[config.mk]
export PLATFORM = sky130hd
export DESIGN_NAME = distribuidor_flat
export DESIGN_NICKNAME = d
export VERILOG_FILES = /design/src/rtl/distribuidor_if.sv /design/src/rtl/distribuidor.sv /design/src/flat_wrapper.sv
export SDC_FILE = /design/constraint.sdc
export NUM_CORES = 1
export LEC_CHECK = 0
export CAP_MARGIN = 20
export CORE_MARGIN = 3
export CORE_UTILIZATION = 50
export CTS_CLUSTER_DIAMETER = 150
export CTS_CLUSTER_SIZE = 12
export DETAILED_ROUTE_END_ITERATION = 10
export GPL_ROUTABILITY_DRIVEN = 0
export HOLD_SLACK_MARGIN = 0.08
export PLACE_DENSITY = 0.82
export REMOVE_ABC_BUFFERS = 1
export SYNTH_ARGS = -nofsm -noshare
export SYNTH_HDL_FRONTEND = slang
export SYNTH_SLANG_ARGS = --single-unit
[constraint.sdc]
create_clock -name CLK -period 1.6 [get_ports CLK]
set_input_delay 0.4 -clock CLK [delete_from_list [all_inputs] [get_ports CLK]]
set_output_delay 0.4 -clock CLK [all_outputs]
set_load 0.05 [all_outputs]
[src/rtl/distribuidor_if.sv]
// Bus bundle for the 1-to-8 distributor: write-side controls plus the eight holding registers.
// Optional VALIDOS vector is present only when DISTRIB_VALIDOS_EN is defined.
interface distribuidor_if;
  logic [3:0]       dado;
  logic [2:0]       sel;
  logic             we;
  logic             seq;
  logic             limpa;
  logic [7:0][3:0]  s;
  logic [2:0]       ultimo;
  logic             ocupado;
  logic             cheio;
`ifdef DISTRIB_VALIDOS_EN
  logic [7:0]       validos;
`endif

  modport master (
    output dado, sel, we, seq, limpa,
`ifdef DISTRIB_VALIDOS_EN
    input  validos,
`endif
    input  s, ultimo, ocupado, cheio
  );

  modport slave (
    input  dado, sel, we, seq, limpa,
`ifdef DISTRIB_VALIDOS_EN
    output validos,
`endif
    output s, ultimo, ocupado, cheio
  );
endinterface

[src/rtl/distribuidor.sv]
// Registered 1-to-8 distributor of 4-bit words with random and sequential fill modes.
// Define DISTRIB_VALIDOS_EN to add the per-slot VALIDOS written flags.
module distribuidor (
  input  logic            CLK,
  input  logic            RST_N,
  distribuidor_if.slave   bus
);

  typedef enum logic {
    LIVRE      = 1'b0,
    SEQUENCIAL = 1'b1
  } state_e;

  state_e           state_q, state_d;
  logic [2:0]       ptr_q, ptr_d;
  logic [7:0][3:0]  slots_q, slots_d;
  logic [2:0]       ultimo_q, ultimo_d;
  logic             cheio_q, cheio_d;
`ifdef DISTRIB_VALIDOS_EN
  logic [7:0]       validos_q, validos_d;
`endif

  always_comb begin
    // NOTE: every _d gets its hold value first so no path through this block infers a latch.
    state_d   = state_q;
    ptr_d     = ptr_q;
    slots_d   = slots_q;
    ultimo_d  = ultimo_q;
    cheio_d   = 1'b0;
`ifdef DISTRIB_VALIDOS_EN
    validos_d = validos_q;
`endif

    if (bus.limpa) begin
      // Clear wins over any concurrent write or fill request.
      state_d   = LIVRE;
      ptr_d     = 3'd0;
      slots_d   = '0;
      ultimo_d  = 3'd0;
`ifdef DISTRIB_VALIDOS_EN
      validos_d = 8'h00;
`endif
    end else begin
      case (state_q)
        LIVRE: begin
          if (bus.we) begin
            slots_d[bus.sel] = bus.dado;
            ultimo_d         = bus.sel;
`ifdef DISTRIB_VALIDOS_EN
            validos_d[bus.sel] = 1'b1;
`endif
          end
          if (bus.seq) begin
            state_d = SEQUENCIAL;
            ptr_d   = 3'd0;
          end
        end
        SEQUENCIAL: begin
          if (bus.we) begin
            slots_d[ptr_q] = bus.dado;
            ultimo_d       = ptr_q;
            ptr_d          = ptr_q + 3'd1;
`ifdef DISTRIB_VALIDOS_EN
            validos_d[ptr_q] = 1'b1;
`endif
            if (ptr_q == 3'd7) begin
              state_d = LIVRE;
              cheio_d = 1'b1;
            end
          end
        end
        default: state_d = LIVRE;
      endcase
    end
  end

  always_ff @(posedge CLK or negedge RST_N) begin
    if (!RST_N) begin
      state_q   <= LIVRE;
      ptr_q     <= 3'd0;
      // NOTE: the slot file is reset because its contents are directly visible downstream.
      slots_q   <= '0;
      ultimo_q  <= 3'd0;
      cheio_q   <= 1'b0;
`ifdef DISTRIB_VALIDOS_EN
      validos_q <= 8'h00;
`endif
    end else begin
      // NOTE: non-blocking so every register samples pre-edge values and updates together.
      state_q   <= state_d;
      ptr_q     <= ptr_d;
      slots_q   <= slots_d;
      ultimo_q  <= ultimo_d;
      cheio_q   <= cheio_d;
`ifdef DISTRIB_VALIDOS_EN
      validos_q <= validos_d;
`endif
    end
  end

  assign bus.s       = slots_q;
  assign bus.ultimo  = ultimo_q;
  assign bus.ocupado = (state_q == SEQUENCIAL);
  assign bus.cheio   = cheio_q;
`ifdef DISTRIB_VALIDOS_EN
  assign bus.validos = validos_q;
`endif

endmodule

[src/flat_wrapper.sv]
// flat-port wrapper written by rule: the top's interface ports become plain ports
module distribuidor_flat 
  (CLK, RST_N, bus_dado, bus_sel, bus_we, bus_seq, bus_limpa, bus_s, bus_ultimo, bus_ocupado, bus_cheio);
  distribuidor_if bus_i ();
  input  logic CLK;
  input  logic RST_N;
  input wire logic [$bits(bus_i.dado)-1:0] bus_dado;
  input wire logic [$bits(bus_i.sel)-1:0] bus_sel;
  input wire logic [$bits(bus_i.we)-1:0] bus_we;
  input wire logic [$bits(bus_i.seq)-1:0] bus_seq;
  input wire logic [$bits(bus_i.limpa)-1:0] bus_limpa;
  output wire logic [$bits(bus_i.s)-1:0] bus_s;
  output wire logic [$bits(bus_i.ultimo)-1:0] bus_ultimo;
  output wire logic [$bits(bus_i.ocupado)-1:0] bus_ocupado;
  output wire logic [$bits(bus_i.cheio)-1:0] bus_cheio;
  assign bus_i.dado = bus_dado;
  assign bus_i.sel = bus_sel;
  assign bus_i.we = bus_we;
  assign bus_i.seq = bus_seq;
  assign bus_i.limpa = bus_limpa;
  assign bus_s = bus_i.s;
  assign bus_ultimo = bus_i.ultimo;
  assign bus_ocupado = bus_i.ocupado;
  assign bus_cheio = bus_i.cheio;
  distribuidor u_core (.CLK(CLK), .RST_N(RST_N), .bus(bus_i));
endmodule
==> out/qor.yml, run 1 <==
cells_and_area:
  syn_to_final_growth_pct: 50.5
  drive_gt1_share_pct: 38.5
  nNetsFinal: 247
  fin_util_pct: 79.9
  diodes: 0
  nFillCells: 229
cts:
  cts_max_level: 2
  cts_buffers: 5
  path_clk_slew_ns: 0.08
  clockBufferDepth: 2
  cts_tree: "built"
  clk_latency_ns: 0.30
  clock_tree.root_cell: "clkbuf_8"
  cts.sink_count: 40
floorplanning:
  die-area_um2: 5170
  start_util_pct: 53.1
  dieHeight_um: 71.9
  io_pins: 49
  rows: 23
  core-area_um2: 4090
  die_w_um: 71.9
synthesis:
  synthArstFlopShare_pct: 100
  yosys.area.top_type: "dfrtp_1"
  synthCells: 173
  syn_avg_cell_area_um2: 12.5
  synth_area_um2: 2170
  synth_commonest_cells: "dfrtp_1, mux2i_1, nand2b_1"
  ys.flop_type: "dfrtp_1"
  synth_top_area_share_pct: 46.1
  yosysSeqAreaShare_pct: 46.1
  yosys_warnings: 0
  synth_edf_count: 0
  yosys_register_bits: 40
  ys_types: 38
  ys_top_cells_by_area: "dfrtp_1, mux2i_1, nand2b_1, or2b_2, a32oi_4"
  synthMostInstantiatedCell: "dfrtp_1"
global_route:
  grt_pass1_vias: 1712
  overflow: 0
  grt_first_pass_wirelength_um: 8770
  grt_max_degree: 41
  grt_use_total_pct: 22.6
  grt_antenna_before_repair: 0
sta:
  worstMarginPinSlew_ns: 0.359
  maxSlewViolCount: 0
  rsz0062_at_grt: "no"
  maxSlewHeadroom_pct: 76.0
  hold_viol: 0
  fin_skew_ns: 0.0122
  fin_crit_ns: 1.47
  fin_crit_sh_pct: 91.6
  setup-tns-final_ns: 0
  finalSetupViolCount: 0
  timing.fmax_mhz: 682
power_and_ir_drop:
  p_per_area_nw_per_um2: 720
  p_clk_share_pct: 34.8
  vdd_drop_max_uv: 605
  switchingPower_mw: 0.630
  power.leakage_nw: 1.60
  p_comb_share_pct: 19.8
  internal-power_mw: 1.72
  seq_power_share_pct: 45.4
  p_total_mw: 2.35
  swShare_pct: 26.8
route:
  m1WireLength_um: 2120
  wl_met3_um: 226
  drt_iter0_drc: 68
  wl_um: 5340
  post_drt_wl_per_cell_um: 18.8
  dr_total_vias: 1566
  first_pass_iters: 4
  ant_nets: 0
  drc: 0
  viasPerCell: 5.51
  wl_met2_um: 2900
  dr.max_layer_used: "met4"
job:
  cap_violations: 0
placed_design:
  dp.final_hpwl_um: 3860
  placement.io_buffers: 48
worst_setup_path:
  critPathKind: "reg -> out"
  worst_ep_required_time_ns: 1.20
  crit_arrival_ns: 1.07
  cp_max_fo: 10
  cp_slowest_cell: "dfrtp_2"
  start_kind: "flop"
  slowest_delay_ns: 0.44
  end_kind: "output pin"
  crit_chain: "buf_4 -> buf_12"
run_status:
  outcome: "finished, final reports clean"
hold_path:
  hp-class: "in -> async"
## per-stage QoR
step           cell area [um^2]  hold WS (ns)  setup slack (ns)  cells
6_report                   3270         0.592             0.134    284
5_1_grt                    3270         0.612            0.0778    284
4_1_cts                    3260         0.597           0.00880    284
3_5_place_dp               3110         0.388            -0.297    273
3_3_place_gp               3110         0.377            -0.217    273
2_1_floorplan              2070         0.104            -0.224    159
## state kept, by name (all words and copies together), names as in the netlist
register,count
u_core.ptr_q,3
u_core.bus.cheio,1
u_core.bus.ultimo,3
u_core.bus.s,32
u_core.bus.ocupado,1
## layer usage
| metal | vias to the layer above | GRT usage, % |
|---|---|---|
| li1 | 719 | - |
| met1 | 797 | 26.7 |
| met2 | 39 | 40.2 |
| met3 | 11 | 6.59 |
| met4 | 0 | 6.05 |
| met5 | - | 0 |
## layout by cell type, fill, tap and decap left out, types with 2 or more instances in the layout
cell              n
dlymetal6s2s_1    3
a211oi_1          2
mux2_2            2
clkdlybuf4s50_1   6
nor2_1            9
buf_4            16
a32oi_4           2
ha_1              2
buf_12           39
clkbuf_8          5
a311oi_1          2
o21ai_4           2
nor3b_1           3
dfrtp_1          39
nand3b_1          2
nand2b_1         31
and4b_1           2
mux2i_1          33
a21oi_1           3
or2b_2            7
## critical path: cells and delay by family (launching register included)
family / cells / cell delay (ns)
buffers and inverters: 2 / 0.34
flip-flops: 1 / 0.44
## worst paths after layout
| check | from | endpoint | slack, ns | cells after the start |
|---|---|---|---|---|
| setup / recovery | u_core.bus.ocupado | bus_ocupado | 0.13 | 2 |
| hold / removal | RST_N | u_core.bus.s[28] | 0.59 | 3 |
| setup reg to reg | u_core.bus.ocupado | u_core.bus.s[4] | 0.16 | 4 |
| hold reg to reg | u_core.bus.s[10] | u_core.bus.s[10] | 0.59 | 2 |
| max in group asynchronous | RST_N | u_core.bus.ocupado | 0.78 | 3 |
| min in group CLK | u_core.bus.s[10] | u_core.bus.s[10] | 0.59 | 2 |
## power by group through the flow
stage	Combinational, mW	Sequential (mW)	Clock, mW
after floorplan	0.110	1.17	0
after global placement	0.429	1.09	0
after detailed placement	0.445	1.09	0
after CTS	0.466	1.07	0.824
after global routing	0.489	1.07	0.853
final	0.465	1.07	0.819
## layout make-up
cell class                 count  area [um^2]  share of cell area (%)
inverter                       1         3.75                   0.115
tap                           50         62.6                    1.92
sequential                    40         1000                    30.7
clock inverter                 2         35.0                    1.07
multi-input combinational    118         1070                    32.7
clock buffer                   6         72.6                    2.22
timing repair buffer          67         1020                    31.3
## timing repair
item / in CTS / in global routing
hold buffers: 1 / 0
hold endpoints to repair: 40 / 0
cloned: 0 / 0
resized for setup: 3 / 3
pin swaps: 1 / 1
setup buffers: 2 / 0
setup endpoints to repair: 5 / 13
## cells by family (layout without fill, tap and decap cells)
logic type      count (synthesis)  in the layout  synth area share, %
simple gates                   64             64                 21.6
flops                          40             40                 46.1
mux                            36             36                 16.7
compound gates                 15             15                 9.11
buf+inv                        15             76                 4.84
fa+ha+maj                       2              2                 1.15
xor+xnor                        1              1                0.404
Note: power is estimated with default switching activity, not from simulation.
==> inputs of run 2 (changes only) <==
--- a/config.mk
+++ b/config.mk
@@ -9,9 +9,7 @@
 export CORE_MARGIN = 3
 export CORE_UTILIZATION = 50
 export CTS_CLUSTER_DIAMETER = 150
-export CTS_CLUSTER_SIZE = 12
 export DETAILED_ROUTE_END_ITERATION = 10
-export GPL_ROUTABILITY_DRIVEN = 0
 export HOLD_SLACK_MARGIN = 0.08
 export PLACE_DENSITY = 0.82
 export REMOVE_ABC_BUFFERS = 1
==> results of run 2 <==
Same layout as run 1: the final DEF is identical, and so are final timing and power.
==> inputs of run 3 (changes only) <==
--- a/config.mk
+++ b/config.mk
@@ -6,8 +6,10 @@
 export NUM_CORES = 1
 export LEC_CHECK = 0
 export CAP_MARGIN = 20
+export CELL_PAD_IN_SITES_DETAIL_PLACEMENT = 1
+export CELL_PAD_IN_SITES_GLOBAL_PLACEMENT = 2
 export CORE_MARGIN = 3
-export CORE_UTILIZATION = 50
+export CORE_UTILIZATION = 33
 export CTS_CLUSTER_DIAMETER = 150
 export DETAILED_ROUTE_END_ITERATION = 10
 export HOLD_SLACK_MARGIN = 0.08
==> out/qor.yml, run 3 (synthesis gave the netlist of run 1 again) <==
global_route:
  busiest_layer: "met2"  # unchanged
  grt_max_degree: 26  # was 41
  grt_antenna_before_repair: 0  # unchanged
  grt_pass1_vias: 1743  # was 1712
  overflow: 0  # unchanged
  grt_first_pass_wirelength_um: 9200  # was 8770 um
  grt_use_met1_pct: 20.5  # was 26.7%
  grt_use_total_pct: 16.0  # was 22.6%
  use_met2_pct: 26.6  # was 40.2%
  gr-usage-met3_pct: 4.35  # was 6.59%
route:
  post_drt_wl_per_cell_um: 18.1  # was 18.8 um
  drc: 0  # unchanged
  viasPerCell: 4.95  # was 5.51
  dr_total_vias: 1530  # was 1566
  drt_iter0_drc: 45  # was 68
  first_pass_iters: 4  # unchanged
  wl_um: 5600  # was 5340 um
  ant_nets: 0  # unchanged
power_and_ir_drop:
  p_per_area_nw_per_um2: 755  # was 720 nW/um^2
  vdd_drop_max_uv: 362  # was 605 uV
  seq_power_share_pct: 42.6  # was 45.4%
  swShare_pct: 25.4  # was 26.8%
  p_clk_share_pct: 38.9  # was 34.8%
  switchingPower_mw: 0.636  # was 0.630 mW
  p_comb_share_pct: 18.5  # was 19.8%
  power.leakage_nw: 1.61  # was 1.60 nW
  internal-power_mw: 1.87  # was 1.72 mW
  p_total_mw: 2.51  # was 2.35 mW
worst_setup_path:
  cp_max_fo: 7  # was 10
  cp_slowest_cell: "dfrtp_2"  # unchanged
  start_kind: "flop"  # unchanged
  rrSetupSlack_ns: 0.10  # was 0.16 ns
  crit_chain: "buf_12 -> and3b_4 -> a32oi_4 -> mux2i_1"  # was buf_4 -> buf_12
  end_kind: "flop"  # was output pin
  r2r-end: "u_core.bus.s[15]"  # was u_core.bus.s[4]
  startpoint: "u_core.bus.ocupado"  # unchanged
  crit_arrival_ns: 1.71  # was 1.07 ns
  worst_ep_required_time_ns: 1.81  # was 1.20 ns
  critPathKind: "reg -> reg"  # was reg -> out
  r2r_start: "u_core.bus.ocupado"  # unchanged
  slowest_delay_ns: 0.45  # was 0.44 ns
  crit_end: "u_core.bus.s[15]"  # was bus_ocupado
  r2r.worst_path.cells: 4  # unchanged
cells_and_area:
  post-route-cell-area_um2: 3320  # was 3270 um^2
  layout_common_cells: "buf_12, dfrtp_1, mux2i_1, nand2b_1, buf_4"  # unchanged
  largest_register_ffs: 32  # unchanged
  fin_util_pct: 54.2  # was 79.9%
  final_cells: 309  # was 284
  diodes: 0  # unchanged
  drive_gt1_share_pct: 38.5  # unchanged
  syn_to_final_growth_pct: 53.1  # was 50.5%
  nNetsFinal: 248  # was 247
sta:
  rsz0062_at_grt: "no"  # unchanged
  fin_crit_ns: 1.50  # was 1.47 ns
  maxSlewHeadroom_pct: 73.0  # was 76.0%
  timing.fmax_mhz: 669  # was 682 MHz
  fin_skew_ns: 0.0101  # was 0.0122 ns
  hold_viol: 0  # unchanged
  fin_ws_ns: 0.104  # was 0.134 ns
  whs_ns: 0.576  # was 0.592 ns
  finalSetupViolCount: 0  # unchanged
  setup-tns-final_ns: 0  # unchanged
  maxSlewViolCount: 0  # unchanged
  worstMarginPinSlew_ns: 0.406  # was 0.359 ns
  fin_crit_sh_pct: 93.5  # was 91.6%
floorplanning:
  core-area_um2: 6130  # was 4090 um^2
  die_w_um: 87.1  # was 71.9 um
  dieHeight_um: 87.1  # was 71.9 um
  rows: 28  # was 23
  io_pins: 49  # unchanged
  start_util_pct: 35.4  # was 53.1%
  die-area_um2: 7580  # was 5170 um^2
cts:
  cts.sink_count: 40  # unchanged
  cts_max_level: 2  # unchanged
  clock_tree.root_cell: "clkbuf_8"  # unchanged
  clk_latency_ns: 0.30  # about the same
  clockBufferDepth: 2  # unchanged
  cts_buffers: 5  # unchanged
  cts_tree: "built"  # unchanged
  path_clk_slew_ns: 0.07  # was 0.08 ns
job:
  cap_violations: 0  # unchanged
placed_design:
  dp.final_hpwl_um: 4000  # was 3860 um
  placed_area_um2: 3140  # was 3110 um^2
  dpl_worst_slack_ns: -0.325  # was -0.297 ns
  dp_cells: 298  # was 273
  placement.io_buffers: 48  # unchanged
  place_congestion: 0.740  # was 0.780
run_status:
  outcome: "finished, final reports clean"  # unchanged
hold_path:
  hp-class: "in -> async"  # unchanged
-- run 3: cell count changes in the layout (fill, tap and decap cells not counted), sizes merged --
cell          change
dlymetal6s2s      -1
bufinv            +1
clkbuf            -1
dlygate4sd2       +1
buf               +1
clkinv            -1
-- run 3: area by class of cell --
class                           count  area, um^2
Inverter                            1        3.75
Multi-Input combinational cell    118        1060
Tap cell                           75        93.8
Clock inverter                      2        60.1
Sequential cell                    40        1000
Timing Repair Buffer               68        1030
Clock buffer                        5        68.8
Fill cell                         587        2810
-- run 3: worst min-delay path by stage --
| stage | from | end | depth (start not counted) |
|---|---|---|---|
| 4_1_cts | RST_N | u_core.ptr_q[0] | 2 |
| 5_1_grt | u_core.bus.s[28] | u_core.bus.s[28] | 2 |
| 3_3_place_gp | RST_N | u_core.ptr_q[0] | 1 |
| 3_5_place_dp | RST_N | u_core.ptr_q[0] | 1 |
| 2_1_floorplan | RST_N | u_core.bus.cheio | 0 |
| 6_report | RST_N | u_core.ptr_q[0] | 2 |
-- run 3: worst max-delay path: cells and delay by family (launching register included) --
family | cells | cell delay, ns
buffers and inverters | 1 | 0.15
AND/OR/NAND/NOR | 1 | 0.22
multiplexers | 1 | 0.25
AO/OA/AOI/OAI | 1 | 0.35
flip-flops | 1 | 0.45
-- run 3: timing repair --
item | CTS | global route
endpoints found under the setup margin | 9 | 11
buffers inserted | 0 | 3
hold buffers | 1 | 0
gates resized for setup | 3 | 3
hold endpoints to repair | 15 | 0
pin swaps | 0 | 1
-- run 3: power groups by stage --
stage          Combinational [mW]  Clock (mW)  Sequential (mW)
3_3_place_gp                0.444           0             1.09
3_5_place_dp                0.451           0             1.09
5_1_grt                     0.492        1.04             1.07
4_1_cts                     0.453       0.997             1.07
6_report                    0.464       0.976             1.07
2_1_floorplan               0.110           0             1.17
-- run 3: metal layers --
metal	vias up	wire length [um]
li1	718	-
met1	770	2410
met2	35	2910
met3	7	190
met4	0	81
met5	-	0
